--- src/rtl/bin_to_bcd_converter.sv ---
// Sequential double-dabble converter: WIDTH-bit unsigned binary to DIGITS packed BCD digits.
// Each input bit takes one ADJUST cycle and one SHIFT cycle; the result register holds until the next conversion ends.
module bin_to_bcd_converter #(
    parameter int WIDTH  = 16,
    parameter int DIGITS = 5
) (
    input  logic                  clk,
    input  logic                  rst,
    input  logic                  start,
    input  logic [WIDTH-1:0]      bin_in,
    output logic [4*DIGITS-1:0]   bcd,
    output logic                  busy,
    output logic                  done,
    output logic                  bcd_valid
);
    localparam int BW = 4 * DIGITS;
    localparam int CW = $clog2(WIDTH + 1);

    typedef enum logic [1:0] {S_IDLE, S_ADJUST, S_SHIFT, S_DONE} state_t;

    state_t              state_q, state_d;
    logic [BW+WIDTH-1:0] work_q, work_d;
    logic [CW-1:0]       cnt_q, cnt_d;
    logic [BW-1:0]       bcd_q, bcd_d;
    logic                valid_q, valid_d;

    logic [BW-1:0]       adjusted;
    logic [BW+WIDTH-1:0] shifted;

    // Nibbles never exceed 9 before adjusting, so +3 stays within 4 bits and no carry is needed.
    always_comb begin
        adjusted = work_q[BW+WIDTH-1:WIDTH];
        for (int i = 0; i < DIGITS; i++) begin
            if (work_q[WIDTH+4*i +: 4] >= 4'd5)
                adjusted[4*i +: 4] = work_q[WIDTH+4*i +: 4] + 4'd3;
        end
    end

    assign shifted = {work_q[BW+WIDTH-2:0], 1'b0};

    // NOTE: every signal gets a default at the top of the block, so no path can leave one unassigned and infer a latch.
    always_comb begin
        state_d = state_q;
        work_d  = work_q;
        cnt_d   = cnt_q;
        bcd_d   = bcd_q;
        valid_d = valid_q;
        unique case (state_q)
            S_IDLE: begin
                if (start) begin
                    work_d  = {{BW{1'b0}}, bin_in};
                    cnt_d   = CW'(WIDTH);
                    state_d = S_ADJUST;
                end
            end
            S_ADJUST: begin
                work_d  = {adjusted, work_q[WIDTH-1:0]};
                state_d = S_SHIFT;
            end
            S_SHIFT: begin
                work_d = shifted;
                cnt_d  = cnt_q - CW'(1);
                if (cnt_q == CW'(1)) begin
                    bcd_d   = shifted[BW+WIDTH-1:WIDTH];
                    state_d = S_DONE;
                end else begin
                    state_d = S_ADJUST;
                end
            end
            S_DONE: begin
                valid_d = 1'b1;
                state_d = S_IDLE;
            end
            default: state_d = S_IDLE;
        endcase
    end

    // NOTE: sequential state uses non-blocking assignments so all registers update together at the edge.
    always_ff @(posedge clk or negedge rst) begin
        if (!rst) begin
            state_q <= S_IDLE;
            work_q  <= '0;
            cnt_q   <= '0;
            bcd_q   <= '0;
            valid_q <= 1'b0;
        end else begin
            state_q <= state_d;
            work_q  <= work_d;
            cnt_q   <= cnt_d;
            bcd_q   <= bcd_d;
            valid_q <= valid_d;
        end
    end

    assign bcd       = bcd_q;
    assign busy      = (state_q != S_IDLE);
    assign done      = (state_q == S_DONE);
    assign bcd_valid = valid_q;

endmodule

--- config.mk ---
export PLATFORM = sky130hd
export DESIGN_NAME = bin_to_bcd_converter
export DESIGN_NICKNAME = d
export VERILOG_FILES = /design/src/rtl/bin_to_bcd_converter.sv
export SDC_FILE = /design/constraint.sdc
export NUM_CORES = 1
export LEC_CHECK = 0
export CORE_MARGIN = 3
export CORE_UTILIZATION = 60
export CTS_CLUSTER_DIAMETER = 150
export DETAILED_ROUTE_END_ITERATION = 16
export PLACE_DENSITY = 0.81
export SLEW_MARGIN = 15
export SYNTH_ARGS = -nofsm -noshare
export SYNTH_HDL_FRONTEND = slang
export SYNTH_SLANG_ARGS = --single-unit
--- constraint.sdc ---
create_clock -name clk -period 2.35 [get_ports clk]
set_input_delay 0.5875 -clock clk [delete_from_list [all_inputs] [get_ports clk]]
set_output_delay 0.5875 -clock clk [all_outputs]
set_load 0.005 [all_outputs]
Word-level counts from Yosys, hierarchy flattened
Cells that the tools add are included.
Widths: inputs -> output; s select.

storage, ports and cells
  output and inout bits = 23
  word-level logic and storage cells = 56
  flip-flop bits (word level) = 64

operators by class
  $lt $le $gt $ge = 5
  mux-type cells = 12
  add/sub/neg operators = 6
  reduce and logical (&&, ||, !) cells = 12
  bitwise operators = 1
  equality and inequality tests = 10

operators with widths
  operator             number
  $pmux 36 s3          1
  $mux 36              1
  $add 4x2->4 const B  5
  $ge 4x3->1 const B   5
  $mux 4               5
  $reduce_and 3->1     6
  $ne 2x2->1 const B   6
  $pmux 5 s2           1
  $pmux 2 s4           1
  $eq 5x1->1 const B   1
  $mux 5               1
  $sub 5x1->5 const B  1
  $eq 2x2->1 const B   2
  $mux 2               2
  $reduce_and 2->1     2
  $reduce_bool 2->1    2
  $reduce_bool 3->1    1
  $eq 2x1->1 const B   1
  $logic_not 2->1      1
  $not 1->1            1

Logic depth before layout (Yosys ltp)
  depth in word-level cells = 3
  mapped depth = 8

Least setup slack after synthesis
Ideal clock, no wire load.

  path kind = register to register
  from = register state_q[0]
  to = register cnt_q[3]
  required time = 2.229 ns
  setup time = 0.121 ns
  cell stages (with the launch flop) = 7
  setup slack = 0.787 ns
  arrival = 1.442 ns
  cell sequence = dfrtp_1 inv_1 ha_1 mux2_2 nand3_1 o21ai_0 a22o_1

between the ends
  longest elaborated chain between the ends = 3
  elaborated cells on any way between the ends = 6
  classes of those cells = eq/ne: 2; mux: 1; reduce/logical: 3

ends and longest elaborated chain
  element                                                                  line  source
  start, declared                                                          21    state_t state_q, state_d;
  start signal, assigned                                                   87    state_q <= state_d;
  $eq 2x2->1 / $logic_not 2->1 (equally long branches)                     48    unique case (state_q)
  $reduce_bool 2->1 (no source line) / $ne 2x2->1 (equally long branches)  --
  $reduce_and 2->1 (no source line)                                        --
  end signal, assigned                                                     89    cnt_q <= cnt_d;
  end, declared                                                            23    logic [CW-1:0] cnt_q, cnt_d;

Several ways; a longest one is shown, not always the timed one.
A chain may end at the register's enable or synchronous reset.

Worst setup path after layout
  from = register state_q[0]
  to = output port busy

between the ends
  longest elaborated chain between the ends = 1

ends and longest elaborated chain
  element            line  source
  $reduce_bool 2->1  96    assign busy = (state_q != S_IDLE);
  end, declared      12    output logic busy,

No other way between the ends.

==> results_dict.tcl <==
set metrics [dict create \
    synthFlopType "dfrtp_1" \
    effective_utilization_at_floorplan 0.640 \
    total_cts_buffers 9 \
    post_synthesis_sequential_area_ratio 0.475 \
    io_pins 42 \
    power.ir.vdd_worst_mv 0.732 \
    grt_antenna_before_repair 0 \
    grt_start_max_net_pins 42 \
    global_route_usage_sum 0.239 \
    grt_first_pass_wirelength_um 12000 \
    p_leak_nw 1.86 \
    setup_violations 0 \
    total_power_draw_mw 5.21 \
    pwr_density_cell_nw_per_um2 1270 \
    clock_tree.root_cell "clkbuf_8" \
    cpMostUsedCell "inv_1" \
    post-place-cells 447 \
    instances_no_fill 462 \
    max_stage_delay_on_crit_path_ps 440 \
    layout-drive-gt1-share 0.161 \
    synthesis.instances 340 \
    period_share 0.962 \
    fp-row-count 26 \
    crit_chain "inv_1 > ha_1 > inv_1 > clkdlybuf4s50_1" \
    routed-via-count 2648 \
    top_usage_layer "met2" \
    mappedNetlistArea_sq_um 3370 \
    max-slew-margin-rel 0.588 \
    dp_worst_setup_slack_ps -7.73 \
    synthesis.yosys.warnings 0 \
    cts_max_path_buffers 2 \
    first_global_vias 2615 \
    detail_route.wl_per_cell_um 15.5 \
    synth.net_count 375 \
    syn_to_layout_area_delta_pct 21.5 \
    detail_route.first_pass.iterations 4 \
    die-area_sq_um 6560 \
    synth.ff_latch_count 64 \
    core_area_sq_um 5270 \
    gp_congestion 0.820 \
    fp.dieH_um 81.0 \
    cp_top_family "buffers and inverters" \
    maxClockFrequency_mhz 442 \
    post_layout_worst_setup_margin_ps 88.6 \
    timing.max_cap.violations 0 \
    overflow 0 \
    worst_clock_skew_ps 5.02 \
    worstSetupPathType "register to output port" \
    timing.critical_path.from_type "register" \
    design.final.nets 423 \
    unrepaired_setup_endpoints_after_global_routing "false" \
    dp_hpwl_um 4940 \
    antennaDiodeCount 0 \
    drc_errors 0 \
    globalRouteMet3Util 0.0432 \
    clk_latency_ps 340 \
    cts_tree "built" \
    layout_common_cells "dfrtp_1, a21oi_1, clkdlybuf4s50_1" \
    use_met1 0.308 \
    critPathSlowestCell "dfrtp_2" \
    final_common_cell "dfrtp_1" \
    share_of_async_settable_or_async_resettable_flops_after_synthesis 1.00 \
    ctsHtreeMaxLevel 3 \
    synth_enable_flop_cells 0 \
    report.final.hold_viol_count 0 \
    drt_first_iter_violations 125 \
    utilization 0.778 \
    report.final.slew_viol_count 0 \
    postSynthAreaPerCell_sq_um 9.92 \
    cts.sink_count 64 \
    synthDistinctLibCells 38 \
    path_buf_inv 3 \
    worst-endpoint-arrival_ps 1670 \
    chipWidth_um 81.0 \
    cp-end-kind "output port" \
    fill_cells 366 \
    clkSlewWorstSetupHoldPaths_ps 70 \
    wl_um 7160 \
    numPortBuffers 41 \
    final.min_clock_period_ps 2260 \
    met2_routing_resource_usage_after_global_routing 0.383 \
    min_path_type "primary input to async pin" \
    critPathRequiredTime_ps 1760 \
    run_status "complete, no violations" \
    vias_per_cell 5.73 \
    path_max_fanout 5 \
    route.antenna.remaining_nets 0 \
    timing_worst_slew_pin_value_ps 617 \
]
==> synthesized netlist by cell type (3+ instances only) <==
| cell type | number | area share |
|---|---|---|
| o211a_1 | 3 | 0.0089 |
| nor3_1 | 5 | 0.0074 |
| nor2b_1 | 22 | 0.041 |
| nand2_1 | 17 | 0.019 |
| nand3b_1 | 3 | 0.0067 |
| o21ai_0 | 23 | 0.034 |
| ha_1 | 16 | 0.059 |
| inv_1 | 19 | 0.021 |
| a21oi_1 | 48 | 0.071 |
| o31ai_1 | 8 | 0.018 |
| mux2i_1 | 10 | 0.030 |
| buf_4 | 5 | 0.011 |
| or2_2 | 3 | 0.0056 |
| buf_2 | 9 | 0.013 |
| nand2b_1 | 4 | 0.0074 |
| dfrtp_1 | 64 | 0.47 |
| mux2_2 | 21 | 0.070 |
| nor2_1 | 30 | 0.033 |
==> final timing paths <==
| kind | from | end | slack, ps | cells after the start |
|---|---|---|---|---|
| worst max-delay path | state_q[0] | busy | 90 | 4 |
| worst min-delay path | rst | cnt_q[0] | 240 | 1 |
| worst max register to register | state_q[0] | bcd[4] | 280 | 6 |
| worst min register to register | bcd_valid | bcd_valid | 470 | 1 |
| max in group asynchronous | rst | bcd[5] | 1500 | 2 |
| min in group clk | bcd_valid | bcd_valid | 470 | 1 |
==> per-layer routing <==
layer / wire [um] / share of wire
met2: 3350 / 0.47
met4: 165 / 0.023
met5: 0 / 0
met3: 292 / 0.041
met1: 3360 / 0.47
==> worst register-to-register path: stages (launching register included) <==
cell     delay [ps]
dfrtp_2         440
inv_1           100
ha_1            280
buf_4           230
and4b_1         220
buf_4           310
mux2_2          390
==> cell families after synthesis <==
group	Yosys count	synth area share
AOI/OAI and AO/OA	99	0.176
adders and majority gates	16	0.0593
buffers and inverters	37	0.0501
DFF	64	0.475
muxes	32	0.104
and+or+nand+nor	92	0.136
==> stage by stage <==
| stage | hold slack (ps) | setup TNS, ps | instance area (sq um) |
|---|---|---|---|
| final | 242 | 0 | 4100 |
| after CTS | 258 | 0 | 4090 |
| after floorplan | 292 | 0 | 3370 |
| after global placement | 445 | 0 | 3890 |
| after global routing | 279 | 0 | 4100 |
| after detailed placement | 461 | -14.3 | 3890 |
==> state kept, by name, summed over array words and instances (netlist names) <==
register   flops
cnt_q          5
state_q        2
bcd           20
work_q        36
bcd_valid      1
==> cell type report <==
type	count	area (sq um)	share of cell area
clock inverters	3	40.0	0.00977
repair buffers	55	523	0.128
clock buffers	12	165	0.0403
well taps	70	87.6	0.0214
multi-input cells	239	1610	0.393
inverters	19	71.3	0.0174
flip-flops and latches	64	1600	0.391
==> power breakdown <==
part | switching, mW | total, mW | internal, mW
registers | 0.288 | 1.74 | 1.45
logic | 1.41 | 2.49 | 1.08
clock network | 0.409 | 0.976 | 0.567
==> repair_timing <==
item                       CTS  global route
hold buffers                 0             0
setup buffers                0             0
hold endpoints to repair     0             0
gates resized for setup      0             2
setup endpoints to repair    0             5
Power figures use the tool's default switching activity.
